### config.mk
export PLATFORM = sky130hd
export DESIGN_NAME = edge_event_arbiter
export DESIGN_NICKNAME = d
export VERILOG_FILES = /design/src/rtl/edge_event_arbiter.sv
export SDC_FILE = /design/constraint.sdc
export NUM_CORES = 1
export LEC_CHECK = 0
export CAP_MARGIN = 20
export CORE_ASPECT_RATIO = 0.7
export CORE_MARGIN = 4
export CORE_UTILIZATION = 44
export CTS_BUF_LIST = sky130_fd_sc_hd__clkbuf_8 sky130_fd_sc_hd__clkbuf_16
export DETAILED_ROUTE_END_ITERATION = 10
export HOLD_SLACK_MARGIN = 0.12
export PLACE_DENSITY = 0.77
export REMOVE_ABC_BUFFERS = 1
export SYNTH_ARGS = -nofsm -noshare
export SYNTH_HDL_FRONTEND = slang
export SYNTH_SLANG_ARGS = --single-unit
### constraint.sdc
create_clock -name CLK_I -period 3.8 [get_ports CLK_I]
set_input_delay 0.76 -clock CLK_I [delete_from_list [all_inputs] [get_ports CLK_I]]
set_output_delay 0.76 -clock CLK_I [all_outputs]
set_load 0.005 [all_outputs]
### src/rtl/edge_event_arbiter.sv
// Buffers one edge event per channel and serialises pending events round-robin
// onto a single registered valid/ready stream, with sticky per-channel overflow.
module edge_event_arbiter #(
  parameter int N_CH = 4,
  parameter int CH_W = 2
) (
  input  logic            CLK_I,
  input  logic            RST_ASYNC_I,
  input  logic [N_CH-1:0] REDGE_I,
  input  logic [N_CH-1:0] FEDGE_I,
  input  logic [N_CH-1:0] EN_RISE_I,
  input  logic [N_CH-1:0] EN_FALL_I,
  input  logic            CLR_I,
  output logic            EVT_VALID_O,
  input  logic            EVT_READY_I,
  output logic [CH_W-1:0] EVT_CH_O,
  output logic            EVT_FALL_O,
  output logic [N_CH-1:0] PENDING_O,
  output logic [N_CH-1:0] OVF_O
);

  // Stream handshake: an event transfers on the rising edge where
  // EVT_VALID_O and EVT_READY_I are both high; while valid is high and ready
  // is low, EVT_VALID_O/EVT_CH_O/EVT_FALL_O hold stable.

  localparam logic [CH_W-1:0] LAST_RST = CH_W'(N_CH - 1);
  localparam logic [CH_W:0]   N_CH_EXT = (CH_W + 1)'(N_CH);

  logic [N_CH-1:0] occ_q, occ_d;
  logic [N_CH-1:0] typ_q, typ_d;
  logic [N_CH-1:0] ovf_q, ovf_d;
  logic            evt_valid_q, evt_valid_d;
  logic [CH_W-1:0] evt_ch_q, evt_ch_d;
  logic            evt_fall_q, evt_fall_d;
  logic [CH_W-1:0] last_q, last_d;

  logic [N_CH-1:0] rise;
  logic [N_CH-1:0] fall;
  logic            load;
  logic            gnt_found;
  logic [CH_W-1:0] gnt_ch;
  logic            gnt_fire;

  assign rise     = REDGE_I & EN_RISE_I;
  assign fall     = FEDGE_I & EN_FALL_I;
  assign load     = ~evt_valid_q | EVT_READY_I;
  assign gnt_fire = load & gnt_found;

  // Walk the search order backwards so the nearest channel after last_q wins.
  always_comb begin
    logic [CH_W:0] sum;
    gnt_found = 1'b0;
    gnt_ch    = '0;
    sum       = '0;
    for (int k = N_CH; k >= 1; k--) begin
      sum = {1'b0, last_q} + (CH_W + 1)'(k);
      if (sum >= N_CH_EXT) begin
        sum = sum - N_CH_EXT;
      end
      if (occ_q[sum[CH_W-1:0]]) begin
        gnt_found = 1'b1;
        gnt_ch    = sum[CH_W-1:0];
      end
    end
  end

  always_comb begin
    logic granted;
    occ_d       = occ_q;
    typ_d       = typ_q;
    ovf_d       = ovf_q;
    evt_valid_d = evt_valid_q;
    evt_ch_d    = evt_ch_q;
    evt_fall_d  = evt_fall_q;
    last_d      = last_q;
    granted     = 1'b0;

    if (load) begin
      evt_valid_d = gnt_found;
      if (gnt_found) begin
        evt_ch_d   = gnt_ch;
        evt_fall_d = typ_q[gnt_ch];
        last_d     = gnt_ch;
      end
    end

    for (int ch = 0; ch < N_CH; ch++) begin
      granted = gnt_fire && (gnt_ch == CH_W'(ch));
      if (granted) begin
        occ_d[ch] = 1'b0;
      end
      // A slot emptied by this cycle's grant can take a new event directly.
      if (rise[ch] || fall[ch]) begin
        if (occ_q[ch] && !granted) begin
          ovf_d[ch] = 1'b1;
        end else begin
          occ_d[ch] = 1'b1;
          typ_d[ch] = ~rise[ch];
          if (rise[ch] && fall[ch]) begin
            ovf_d[ch] = 1'b1;
          end
        end
      end
    end

    if (CLR_I) begin
      occ_d       = '0;
      typ_d       = '0;
      ovf_d       = '0;
      evt_valid_d = 1'b0;
      evt_ch_d    = '0;
      evt_fall_d  = 1'b0;
      last_d      = LAST_RST;
    end
  end

  always_ff @(posedge CLK_I or posedge RST_ASYNC_I) begin
    if (RST_ASYNC_I) begin
      occ_q       <= '0;
      typ_q       <= '0;
      ovf_q       <= '0;
      evt_valid_q <= 1'b0;
      evt_ch_q    <= '0;
      evt_fall_q  <= 1'b0;
      last_q      <= LAST_RST;
    end else begin
      occ_q       <= occ_d;
      typ_q       <= typ_d;
      ovf_q       <= ovf_d;
      evt_valid_q <= evt_valid_d;
      evt_ch_q    <= evt_ch_d;
      evt_fall_q  <= evt_fall_d;
      last_q      <= last_d;
    end
  end

  assign EVT_VALID_O = evt_valid_q;
  assign EVT_CH_O    = evt_ch_q;
  assign EVT_FALL_O  = evt_fall_q;
  assign PENDING_O   = occ_q;
  assign OVF_O       = ovf_q;

endmodule

Word-level counts from Yosys, hierarchy flattened
Cells that the tools add are included.
{"block": "word_totals", "mem_count": 0, "inputBits": 20, "latchBits": 0, "word_cells": 152, "romBits": 0, "reg_bits": 18, "ramBits": 0, "out_inout_bits": 12}
{"block": "op_classes", "multipliers": 0, "n_addsub": 8, "n_reduce_logical": 40, "n_lt_le_gt_ge": 9, "div_mod_pow": 0, "muxes": 66, "n_shift": 0, "eq_ne": 7, "bitwise": 9}
{"cell": "1-bit two-way mux", "n": 46}
{"cell": "2-bit two-way mux", "n": 12}
{"cell": "2-bit AND reduction", "n": 9}
{"cell": "2-bit by 3-bit less-than comparator with 1-bit output, second input constant", "n": 5}
{"cell": "3-bit >= comparator, second input constant", "n": 4}
{"cell": "1-bit logical AND", "n": 12}
{"cell": "4-bit two-way mux", "n": 3}
{"cell": "2-bit nonzero test", "n": 6}
{"cell": "3-bit nonzero test", "n": 4}
{"cell": "1-bit binary-select mux with 2-bit select", "n": 5}
{"cell": "4-bit AND", "n": 2}
{"cell": "2-bit != test, second input constant", "n": 4}
{"cell": "2-bit by 1-bit subtractor with 2-bit output, second input constant", "n": 4}
{"cell": "2-bit by 2-bit adder with 3-bit output, second input constant", "n": 2}
{"cell": "1-bit NOT", "n": 5}
{"cell": "2-bit equality test, second input constant", "n": 2}
{"cell": "1-bit logical NOT", "n": 4}
{"cell": "1-bit logical OR", "n": 4}
{"cell": "2-bit by 1-bit adder with 3-bit output, second input constant", "n": 1}
{"cell": "2-bit by 3-bit adder with 3-bit output, second input constant", "n": 1}
{"cell": "2-bit by 1-bit equality test with 1-bit output, second input constant", "n": 1}
{"cell": "2-bit logical NOT", "n": 1}
{"cell": "1-bit AND", "n": 1}
{"cell": "1-bit OR", "n": 1}

Longest topological paths before layout
{"block": "logic_depth", "depth_word": 16, "depth_mapped": 7, "mapped_depth_nobuf": 6}

Least setup slack after synthesis
No wires, ideal clock.
{"block": "synth_path", "path_kind": "in2reg", "start": "input port EVT_READY_I", "end": "register typ_q[0]", "path_stages": 7, "path_slack_ns": 1.873, "required_time_ns": 3.701, "setup_ns": 0.099, "path_buffers": 1, "arrival_time_ns": 1.828, "path_cell_list": "nor2b_1 -> or2_1 -> buf_6 -> a31o_4 -> o21ai_2 -> a31oi_1 -> a311oi_1"}
{"block": "synth_via", "elab_chain_cells": 7}
{"element": "from (decl)", "line_no": "15", "source": "input logic EVT_READY_I,"}
{"element": "1-bit OR", "line_no": "46", "source": "assign load = ~evt_valid_q | EVT_READY_I;"}
{"element": "1-bit AND", "line_no": "47", "source": "assign gnt_fire = load & gnt_found;"}
{"element": "1-bit logical AND", "line_no": "88", "source": "granted = gnt_fire && (gnt_ch == CH_W'(ch));"}
{"element": "1-bit logical NOT", "line_no": "94", "source": "if (occ_q[ch] && !granted) begin"}
{"element": "1-bit logical AND", "line_no": "94"}
{"element": "2-bit != test (no source line)"}
{"element": "2-bit AND reduction (no source line)"}
{"element": "to (signal assigned)", "line_no": "128", "source": "typ_q <= typ_d;"}
{"element": "to (decl)", "line_no": "30", "source": "logic [N_CH-1:0] typ_q, typ_d;"}
No other way between the ends.
A chain may end at the register's enable or synchronous reset.

Worst setup path after layout
Same ends and word-level chain as after synthesis.

==> impl_metrics.toml <==
[status]
status = "complete, no violations"

[timing]
min_period_ns = 2.27
holdWs_ns = 0.513
fin_worst_skew_ns = 0.00212
setup_ws_ns = 1.53
worst_slew_pin_slew_ns = 0.686
max_freq_mhz = 440
tns_ns = 0
maxSlewViolCount = 0
hold_viol = 0
relSlewSlack_pct = 54.2
rsz0062_at_grt = "false"
post-route-period-util_pct = 59.8
report.final.setup_viol = 0

[logic_synthesis]
post_synth_and_or_nand_nor_area_fraction_pct = 17.6
synth-edff-count = 0
synth_ff_type = "dfrtp_1"
synth_seq_cells = 18
synth_top_family_by_area = "compound AO/OA/AOI/OAI gates"
synth_compound_area_share_pct = 24.3
async_flop_share_pct = 100
netlist_instances = 95
synth.avg_cell_area_um2 = 10.1
synth-xor-area-share_pct = 0
synth.distinct_cells = 35
synth_mux_area_share_pct = 3.12
yosysWarnings = 0
synthAdderAreaFrac_pct = 3.25
yosysSeqAreaShare_pct = 47.1
synth_area_um2 = 962

[critical_path]
critPathCaptureType = "register"
timing.rr.start = "PENDING_O[0]"
cp.depth = 7
cp-startpoint = "EVT_READY_I"
critPathBufInv = 1
cp_cell_sequence = "clkdlybuf4s50_1 -> nor2b_1 -> or2_1 -> a31o_4 -> o21ai_2 -> a31oi_1 -> a311oi_1"
endpoint = "typ_q[0]"
slowest_stage = "clkdlybuf4s50_1"
r2r-end = "OVF_O[0]"
reg2regPathDepth = 6
crit_required_ns = 3.95
slowest_delay_ns = 0.47
cp_max_fo = 7
crit_family = "compound AO/OA/AOI/OAI gates"
cp.arrival_ns = 2.42
startpoint_type = "primary input"
worstSetupPathType = "in2reg"
ff2ff_setup_slack_ns = 1.89

[pwr]
vdd_drop_max_mv = 0.169
power.leakage_nw = 0.539
power_density_nw_per_um2 = 387
power.total_mw = 0.515

[placed_design]
placed_cell_area_um2 = 1280
place.gp.congestion = 0.770
placed_cells = 153
io_buffers = 31
place_ws_ns = 1.29
hpwl_um = 1700

[finish]
drive_gt1_share_pct = 11.8
layoutNonFillerInstCount = 157
final_nets = 148
fill_cells = 165
diodes = 0
final_util_pct = 67.5
design_area_um2 = 1330
area_growth_syn_to_layout_pct = 38.1

[floorplan]
die_w_um = 63.9
dieArea_um2 = 3010
io_pins = 32
design.core.area_um2 = 1970
die_height_um = 47.1
fp-row-count = 13
initial_utilization_pct = 48.9

[cts]
cts_root_buffer = "clkbuf_8"
path_clk_slew_ns = 0.06
clk_latency_ns = 0.25
clk_path_buf_depth = 2
cts_setup_buffers = 0
cts-buffers-inserted = 3
cts_tree = "done"
cts_resized = 0
h-tree-depth = 1
ctsHoldBuffers = 0
cts.sinks = 18

[route]
wl_met1_um = 1000
highest_layer = "met4"
dr_wl_met2_um = 1020
dr.first_iter.drc_count = 45
drtPass1Iterations = 4
final_antenna_net_count = 0
detail_route.vias_per_cell = 5.39
dr_wl_met3_um = 123
drc = 0
wl_per_cell_um = 13.9
drt_wl_total_um = 2180
num_vias = 846

[grt]
overflow = 0
grt_max_degree = 20
antenna_found_initial = 0
grt_pass1_vias = 877
track_usage_pct = 16.4
grt_pass1_wl_um = 3690

[job]
cap_violations = 0

[worst_hold_path]
min_path_type = "reg2reg"
[flip-flops by register name (all words and copies together) (netlist names)]
signal	flops
EVT_CH_O	2
EVT_FALL_O	1
EVT_VALID_O	1
OVF_O	4
PENDING_O	4
last_q	2
typ_q	4
[cells by family after synthesis]
logic type / count (synthesis)
adder cells (fa/ha/maj): 3
AND/OR/NAND/NOR: 31
AO/OA/AOI/OAI: 32
buffers and inverters: 8
flip-flops: 18
multiplexers: 3
[worst min path at each step]
stage / startpoint / end / slack, ns / cells after the start
6_report: OVF_O[0] / OVF_O[0] / 0.51 / 2
5_1_grt: OVF_O[3] / OVF_O[3] / 0.54 / 2
4_1_cts: OVF_O[0] / OVF_O[0] / 0.52 / 2
3_5_place_dp: OVF_O[0] / OVF_O[0] / 0.51 / 2
3_3_place_gp: OVF_O[3] / OVF_O[3] / 0.51 / 2
2_1_floorplan: OVF_O[0] / OVF_O[0] / 0.51 / 2
[placed cells by master, fill, tap and decap left out, drive strengths merged]
master,Yosys,routed
a311o,1,1
nor3,1,1
a31o,1,1
nor2,5,5
dfstp,2,2
a21oi,7,7
a311oi,4,4
a2bb2oi,1,1
and2b,2,2
inv,5,6
clkbuf,1,3
nand4,1,1
nand2b,4,4
nor4,3,3
nand2,9,9
clkdlybuf4s50,0,31
nand3b,1,1
a41oi,1,1
o21a,2,2
mux2i,3,3
o22ai,1,1
dfrtp,16,16
maj3,3,3
o21ai,6,6
a31oi,7,7
nand3,1,1
a22oi,1,1
or2,2,2
nor2b,2,2
[cells in the mapped netlist (all sizes together), types with 2 or more instances]
cell    number  share of area, %
nor2b        2               1.3
or2          2               1.3
a31oi        7               4.6
nor4         3               2.6
nand2        9               3.5
nor2         5               2.0
mux2i        3               3.1
o21a         2               1.6
buf          2               2.3
dfrtp       16                42
inv          5               2.0
a311oi       4               3.6
dfstp        2               5.5
nand2b       4               2.6
o21ai        6               4.7
and2b        2               1.8
maj3         3               3.3
a21oi        7               3.6
[report_power, final]
part           total [mW]  internal, mW  switching, mW
logic               0.149        0.0815         0.0676
clock network       0.132        0.0717         0.0603
registers           0.234         0.214         0.0200
[worst min-delay path: stages, from the launching register on]
cell     delay (ns)
dfrtp_1        0.37
inv_1          0.05
a21oi_1        0.05
[area by class of cell]
| type | count | area [um2] | area share (%) |
|---|---|---|---|
| multi-input combinational | 69 | 464 | 34.9 |
| tap | 30 | 37.5 | 2.82 |
| sequential | 18 | 453 | 34.1 |
| clock inverter | 1 | 3.75 | 0.282 |
| inverter | 5 | 18.8 | 1.41 |
| clock buffer | 3 | 41.3 | 3.11 |
| timing repair buffer | 31 | 310 | 23.4 |
[routing by layer]
layer	vias up	track usage [%]
li1	417	-
met1	393	18.5
met2	30	29.8
met3	6	5.98
met4	0	5.58
met5	-	0
Note: power is estimated with default switching activity, not from simulation.
==> variant 1, RTL diff (same flow settings) <==
`N_CH`: 4 -> 5.
--- a/src/rtl/edge_event_arbiter.sv
+++ b/src/rtl/edge_event_arbiter.sv
@@ -2,5 +2,5 @@
 // onto a single registered valid/ready stream, with sticky per-channel overflow.
 module edge_event_arbiter #(
-  parameter int N_CH = 4,
+  parameter int N_CH = 5,
   parameter int CH_W = 2
 ) (
Interface: changed (6 resized); port bits go from 32 to 38. The function was not compared with the original's and may differ.
==> variant 1 against the unedited design <==
Routed wire length rose by 50%; design area is 31% higher; sequential cell count stayed put; worst setup slack got worse by 0.85 ns; critical path depth is 3 higher; core utilization down 5.9 points; sequential power up 17%; hold slack improved by 0.0083 ns; total power is 100% higher; clock skew rose by 0.0038 ns; via count grew 44%; fmax shrank 27%; area after synthesis is 36% higher; non-clock buffer count up 6; critical path type is now flop to flop; critical endpoint is now OVF_O[0].
==> variant 1: results (changes against the unedited design) <==
* Total setup buffers inserted after CTS at 0 (unchanged)
* Detailed-route wire length on metal 1 at 1440 um (was 1000 um)
* Share of synthesized area occupied by flip-flops and latches at 0.344 (was 0.471)
* Most frequent cells after synthesis: dfrtp_1, nand2_1, inv_1 (was dfrtp_1, nand2_1, a21oi_1, a31oi_1)
* Vias per Instance at 5.90 (was 5.39)
* Number of buffers added by the clock tree synthesis step at 3 (unchanged)
* Flop2flop setup slack at 0.68 ns (was 1.89 ns)
* H-tree depth at 1 (unchanged)
* Overall global routing resource usage at 0.171 (was 0.164)
* Tightest Hold Check Type: flop to flop (unchanged)
* Max-Slew Margin vs Limit at 0.477 (was 0.542)
* Worst Path Arrival at 3.28 ns (was 2.42 ns)
* Number of global-route vias before repair at 1,144 (was 877)
* Maximum number of pins on one net before global-route repair at 19 (was 20)
* Insertion delay to the later sink of the worst-skew pair at 0.25 ns (about the same)
* Cells on Worst Hold Path at 2 (unchanged)
* Share of post-route cells with drive strength above 1 at 0.153 (was 0.118)
* Fraction of registers with async set/reset at 1.00 (unchanged)
* Length of routed met2 wiring at 1520 um (was 1020 um)
* Path type of the worst setup path: flop to flop (was input pin to flop)
* Met3 routed WL at 287 um (was 123 um)
* Cell-internal power at 0.000599 W (was 0.000367 W)
* Depth of the most critical reg-to-reg path at 10 (was 6)
* Clock root buffer: clkbuf_8 (unchanged)
* Wire length per cell at 15.9 um (was 13.9 um)
* Number of antenna violations at the first check in global routing at 0 (unchanged)
* Leading cell types by total area after synthesis: dfrtp_1, o31ai_2, a31oi_1, nand2_1, ha_1 (was dfrtp_1, dfstp_2, a31oi_1, a21oi_1, a311oi_1)
* Detailed-route via count at 1,216 (was 846)
* Hpwl dp at 2570 um (was 1700 um)
* Count of placed standard cells including taps at 202 (was 153)
* Last element of the critical path: OVF_O[0] (was typ_q[0])
* RePlAce Congestion at 0.902 (was 0.770)
* Number of buffers added on ports at 37 (was 31)
* 1st-pass router iterations at 4 (unchanged)
* Count of unique library cells instantiated by Yosys at 41 (was 35)
* Count of cells resized by post-cts repair at 0 (unchanged)
* First-pass GRT wire length at 5110 um (was 3690 um)
* Maximum vdd drop at 0.338 mV (was 0.169 mV)
* First-iteration detailed-routing DRC count at 103 (was 45)
* Clock slew at the register clock pins of the worst setup and hold paths at 0.06 ns (about the same)
* Max Buffers Root-to-Sink at 2 (unchanged)
* Count of yosys warnings during synthesis at 0 (unchanged)
* Diode count at 0 (unchanged)
* Mean area per synthesized cell at 9.83 um^2 (was 10.1 um^2)
* Start point of the critical path: last_q[1] (was EVT_READY_I)
* Top routing layer in use: met4 (unchanged)
* Top fanout value on the critical path at 11 (was 7)
* Leak Pwr at 0.669 nW (was 0.539 nW)
* Result of the run: complete, no violations (unchanged)
* Setup clock skew after layout at 0.00590 ns (was 0.00212 ns)
-- variant 1: worst max-delay path, stage by stage, from the launching register on --
cell       delay (ns)
dfrtp_1          0.49
inv_1            0.13
ha_1             0.36
inv_1            0.13
mux2i_4          0.22
mux4_1           0.34
a2111oi_2        0.41
nand2b_4         0.29
o31ai_2          0.13
maj3_1           0.38
a21oi_1          0.14
-- variant 1: final cells by class --
class,instances,area (um^2)
inverter,13,48.8
clock buffer,4,55.1
sequential,18,450
fill,230,1080
timing repair buffer,37,370
tap,36,45.0
multi-input combinational,98,769
-- variant 1: through the flow --
stage | setup slack, ns | hold slack (ns) | area [um^2]
floorplan | 1.02 | 0.505 | 1270
global placement | 0.866 | 0.506 | 1680
detailed placement | 0.689 | 0.512 | 1680
CTS | 0.688 | 0.524 | 1740
global route | 0.485 | 0.544 | 1740
finish | 0.683 | 0.521 | 1740
-- variant 1: logic make-up (layout without fill, tap and decap cells) --
| kind of cell | after synthesis | in the layout | share of synthesized area |
|---|---|---|---|
| mux | 7 | 7 | 0.0871 |
| simple gates | 31 | 31 | 0.112 |
| compound gates | 51 | 51 | 0.309 |
| flops | 18 | 18 | 0.344 |
| fa+ha+maj | 9 | 9 | 0.0804 |
| buf+inv | 17 | 54 | 0.0670 |
-- variant 1: power by group through the flow --
stage	logic (W)	registers, W	clock network [W]
after global placement	0.000599	0.000274	0
after detailed placement	0.000613	0.000275	0
after floorplan	0.000433	0.000268	0
final	0.000620	0.000273	0.000153
after CTS	0.000616	0.000272	0.000158
after global routing	0.000674	0.000278	0.000165
-- variant 1: per-layer routing --
layer | vias to the layer above | global-route usage
met3 | 5 | 0.0522
met2 | 62 | 0.272
met5 | - | 0
met4 | 0 | 0.0368
met1 | 566 | 0.230
li1 | 583 | -
-- variant 1: worst min-delay path by stage --
| stage | from | endpoint |
|---|---|---|
| after floorplan | OVF_O[0] | OVF_O[0] |
| after global placement | OVF_O[4] | OVF_O[4] |
| after detailed placement | OVF_O[3] | OVF_O[3] |
| after CTS | OVF_O[3] | OVF_O[3] |
| after global routing | OVF_O[3] | OVF_O[3] |
| final | OVF_O[3] | OVF_O[3] |
==> variant 2, RTL diff (config.mk and constraints unchanged) <==
Without the edit above. Make the reset (`RST_ASYNC_I`) synchronous in one clocked block.
--- a/src/rtl/edge_event_arbiter.sv
+++ b/src/rtl/edge_event_arbiter.sv
@@ -115,5 +115,5 @@
   end
 
-  always_ff @(posedge CLK_I or posedge RST_ASYNC_I) begin
+  always_ff @(posedge CLK_I) begin
     if (RST_ASYNC_I) begin
       occ_q       <= '0;
Formal check against the unedited RTL: differs if RST_ASYNC_I is asserted again (counterexample within 4 cycles, from zero or initial values and one cycle with RST_ASYNC_I high); with RST_ASYNC_I held inactive, the same outputs for 10 cycles.
==> variant 2 against the unedited design <==
Die area fell by 11%; total power fell by 19%; register-to-register slack improved by 0.02 ns; synthesized cell count fell by 5.3%; count of clock-buffer cells in the layout did not move; sequential cell count did not move; fmax fell by 0.73%; routed wire length fell by 13%; design area fell by 8.9%; area after synthesis fell by 13%; first-iteration DRC count fell by 64%; worst setup slack got worse by 0.017 ns; critical endpoint is now typ_q[2].
==> variant 2: results (changes against the unedited design) <==
* Insertion delay to the later sink of the worst-skew pair at 0.25 ns (about the same)
* H-tree depth at 1 (unchanged)
* Tightest Hold Check Type: flop to flop (unchanged)
* Slowest stage cell, crit path: clkdlybuf4s50_1 (unchanged)
* Synthesized-area fraction occupied by ao, oa, aoi and oai cells at 0.289 (was 0.243)
* Worst Path Arrival at 2.45 ns (was 2.42 ns)
* Total setup buffers inserted after CTS at 0 (unchanged)
* Fraction of the mapped netlist area in adder cells at 0.0536 (was 0.0325)
* Setup clock skew after layout at 0.00207 ns (was 0.00212 ns)
* Number of antenna violations at the first check in global routing at 0 (unchanged)
* Count of unique library cells instantiated by Yosys at 28 (was 35)
* Max Buffers Root-to-Sink at 2 (unchanged)
* Maximum number of pins on one net before global-route repair at 19 (was 20)
* Count of yosys warnings during synthesis at 0 (unchanged)
* Leak Pwr at 0.423 nW (was 0.539 nW)
* Count of cells resized by post-cts repair at 0 (unchanged)
* Routed wire length at 1890 um (was 2180 um)
* Most frequent cells after synthesis: dfxtp_1, nand2_1, a21oi_1, a31oi_1, inv_1 (was dfrtp_1, nand2_1, a21oi_1, a31oi_1)
* Result of the run: complete, no violations (unchanged)
* Top fanout value on the critical path at 5 (was 7)
* First-pass GRT wire length at 2950 um (was 3690 um)
* Number of global-route vias before repair at 662 (was 877)
* Mean area per synthesized cell at 9.34 um^2 (was 10.1 um^2)
* Fraction of registers with async set/reset at 0 (was 1.00)
* Maximum vdd drop at 0.333 mV (was 0.169 mV)
* Hpwl dp at 1460 um (was 1700 um)
* Fraction of synthesized cell area in xor and xnor cells at 0 (unchanged)
* Number of nets in the layout at 144 (was 148)
* Vias per Instance at 5.33 (was 5.39)
* Diode count at 0 (unchanged)
* First-iteration detailed-routing DRC count at 16 (was 45)
* Delay contributed by the slowest stage of the critical path at 0.45 ns (was 0.47 ns)
* Detailed-route via count at 762 (was 846)
* RePlAce Congestion at 0.816 (was 0.770)
* Clock root buffer: clkbuf_8 (unchanged)
* Critical path's top delay family: compound AO/OA/AOI/OAI gates (unchanged)
* 1st-pass router iterations at 4 (unchanged)
* Multiplexer fraction of the synthesized cell area at 0.0387 (was 0.0312)
* Transition time at the pin with the least slew margin at 0.477 ns (was 0.686 ns)
* Number of buffers added on ports at 31 (unchanged)
* Share of synthesized area occupied by flip-flops and latches at 0.429 (was 0.471)
* Overall global routing resource usage at 0.153 (was 0.164)
* Leading cell types by total area after synthesis: dfxtp_1, nand2_1, a31oi_1, maj3_2, a21oi_1 (was dfrtp_1, dfstp_2, a31oi_1, a21oi_1, a311oi_1)
* Switching share of total power at 0.253 (was 0.287)
* Number of buffers added by the clock tree synthesis step at 3 (unchanged)
* Share of post-route cells with drive strength above 1 at 0.164 (was 0.118)
* Clock slew at the register clock pins of the worst setup and hold paths at 0.06 ns (about the same)
==> variant 2: cell types whose count changed in the layout (fill, tap and decap cells not counted), sizes merged, moves of 2 or more <==
cell,delta
a21oi,+3
dfrtp,-16
dfstp,-2
dfxtp,+18
mux2i,-2
nand2,+5
nor2,-2
nor2b,-2
nor4,-2
==> variant 2: worst paths after layout <==
path              cells past startpoint  slack [ns]         start    endpoint
setup / recovery                      7        1.51   EVT_READY_I    typ_q[2]
hold / removal                        2        0.45      OVF_O[3]    OVF_O[3]
setup reg to reg                      6        1.91  PENDING_O[2]  EVT_FALL_O
hold reg to reg                       2        0.45      OVF_O[3]    OVF_O[3]
==> variant 2: cells by family (layout without fill, tap and decap cells) <==
kind of cell | count (synthesis) | count (layout)
compound gates | 33 | 33
simple gates | 26 | 26
flops | 18 | 18
buf+inv | 7 | 39
fa+ha+maj | 4 | 4
mux | 2 | 2
==> variant 2: area by class of cell <==
class | instances | area, um^2
multi-input cells | 65 | 454
well taps | 21 | 26.3
flip-flops and latches | 18 | 360
inverters | 5 | 18.8
repair buffers | 31 | 310
fillers | 139 | 485
clock buffers | 3 | 41.3
==> variant 2: tightest hold or removal path, cell delays in order (launching register included) <==
cell,delay [ns]
dfxtp_1,0.31
inv_1,0.06
a21oi_2,0.04
==> variant 2: metal layers <==
layer,track usage,part of all wire,vias to the layer above
met2,0.233,0.41,33
li1,-,-,395
met5,0,0,-
met1,0.194,0.47,330
met3,0.0641,0.11,4
met4,0.0531,0.011,0
==> variant 2: stage by stage <==
| stage | setup WS [ns] | util | cell area [um^2] |
|---|---|---|---|
| CTS | 1.54 | 0.714 | 1210 |
| floorplan | 1.98 | - | 833 |
| global placement | 1.37 | 0.690 | 1170 |
| detailed placement | 1.27 | 0.690 | 1170 |
| finish | 1.51 | 0.714 | 1210 |
| global route | 1.41 | 0.714 | 1210 |
==> variant 2: power groups by stage <==
stage	Clock, W	Sequential, W	Combinational [W]
detailed placement	0	0.000209	0.0000823
finish	0.000131	0.000205	0.0000824
global placement	0	0.000209	0.0000807
floorplan	0	0.000208	0.0000431
global route	0.000144	0.000206	0.0000901
CTS	0.000135	0.000205	0.0000830
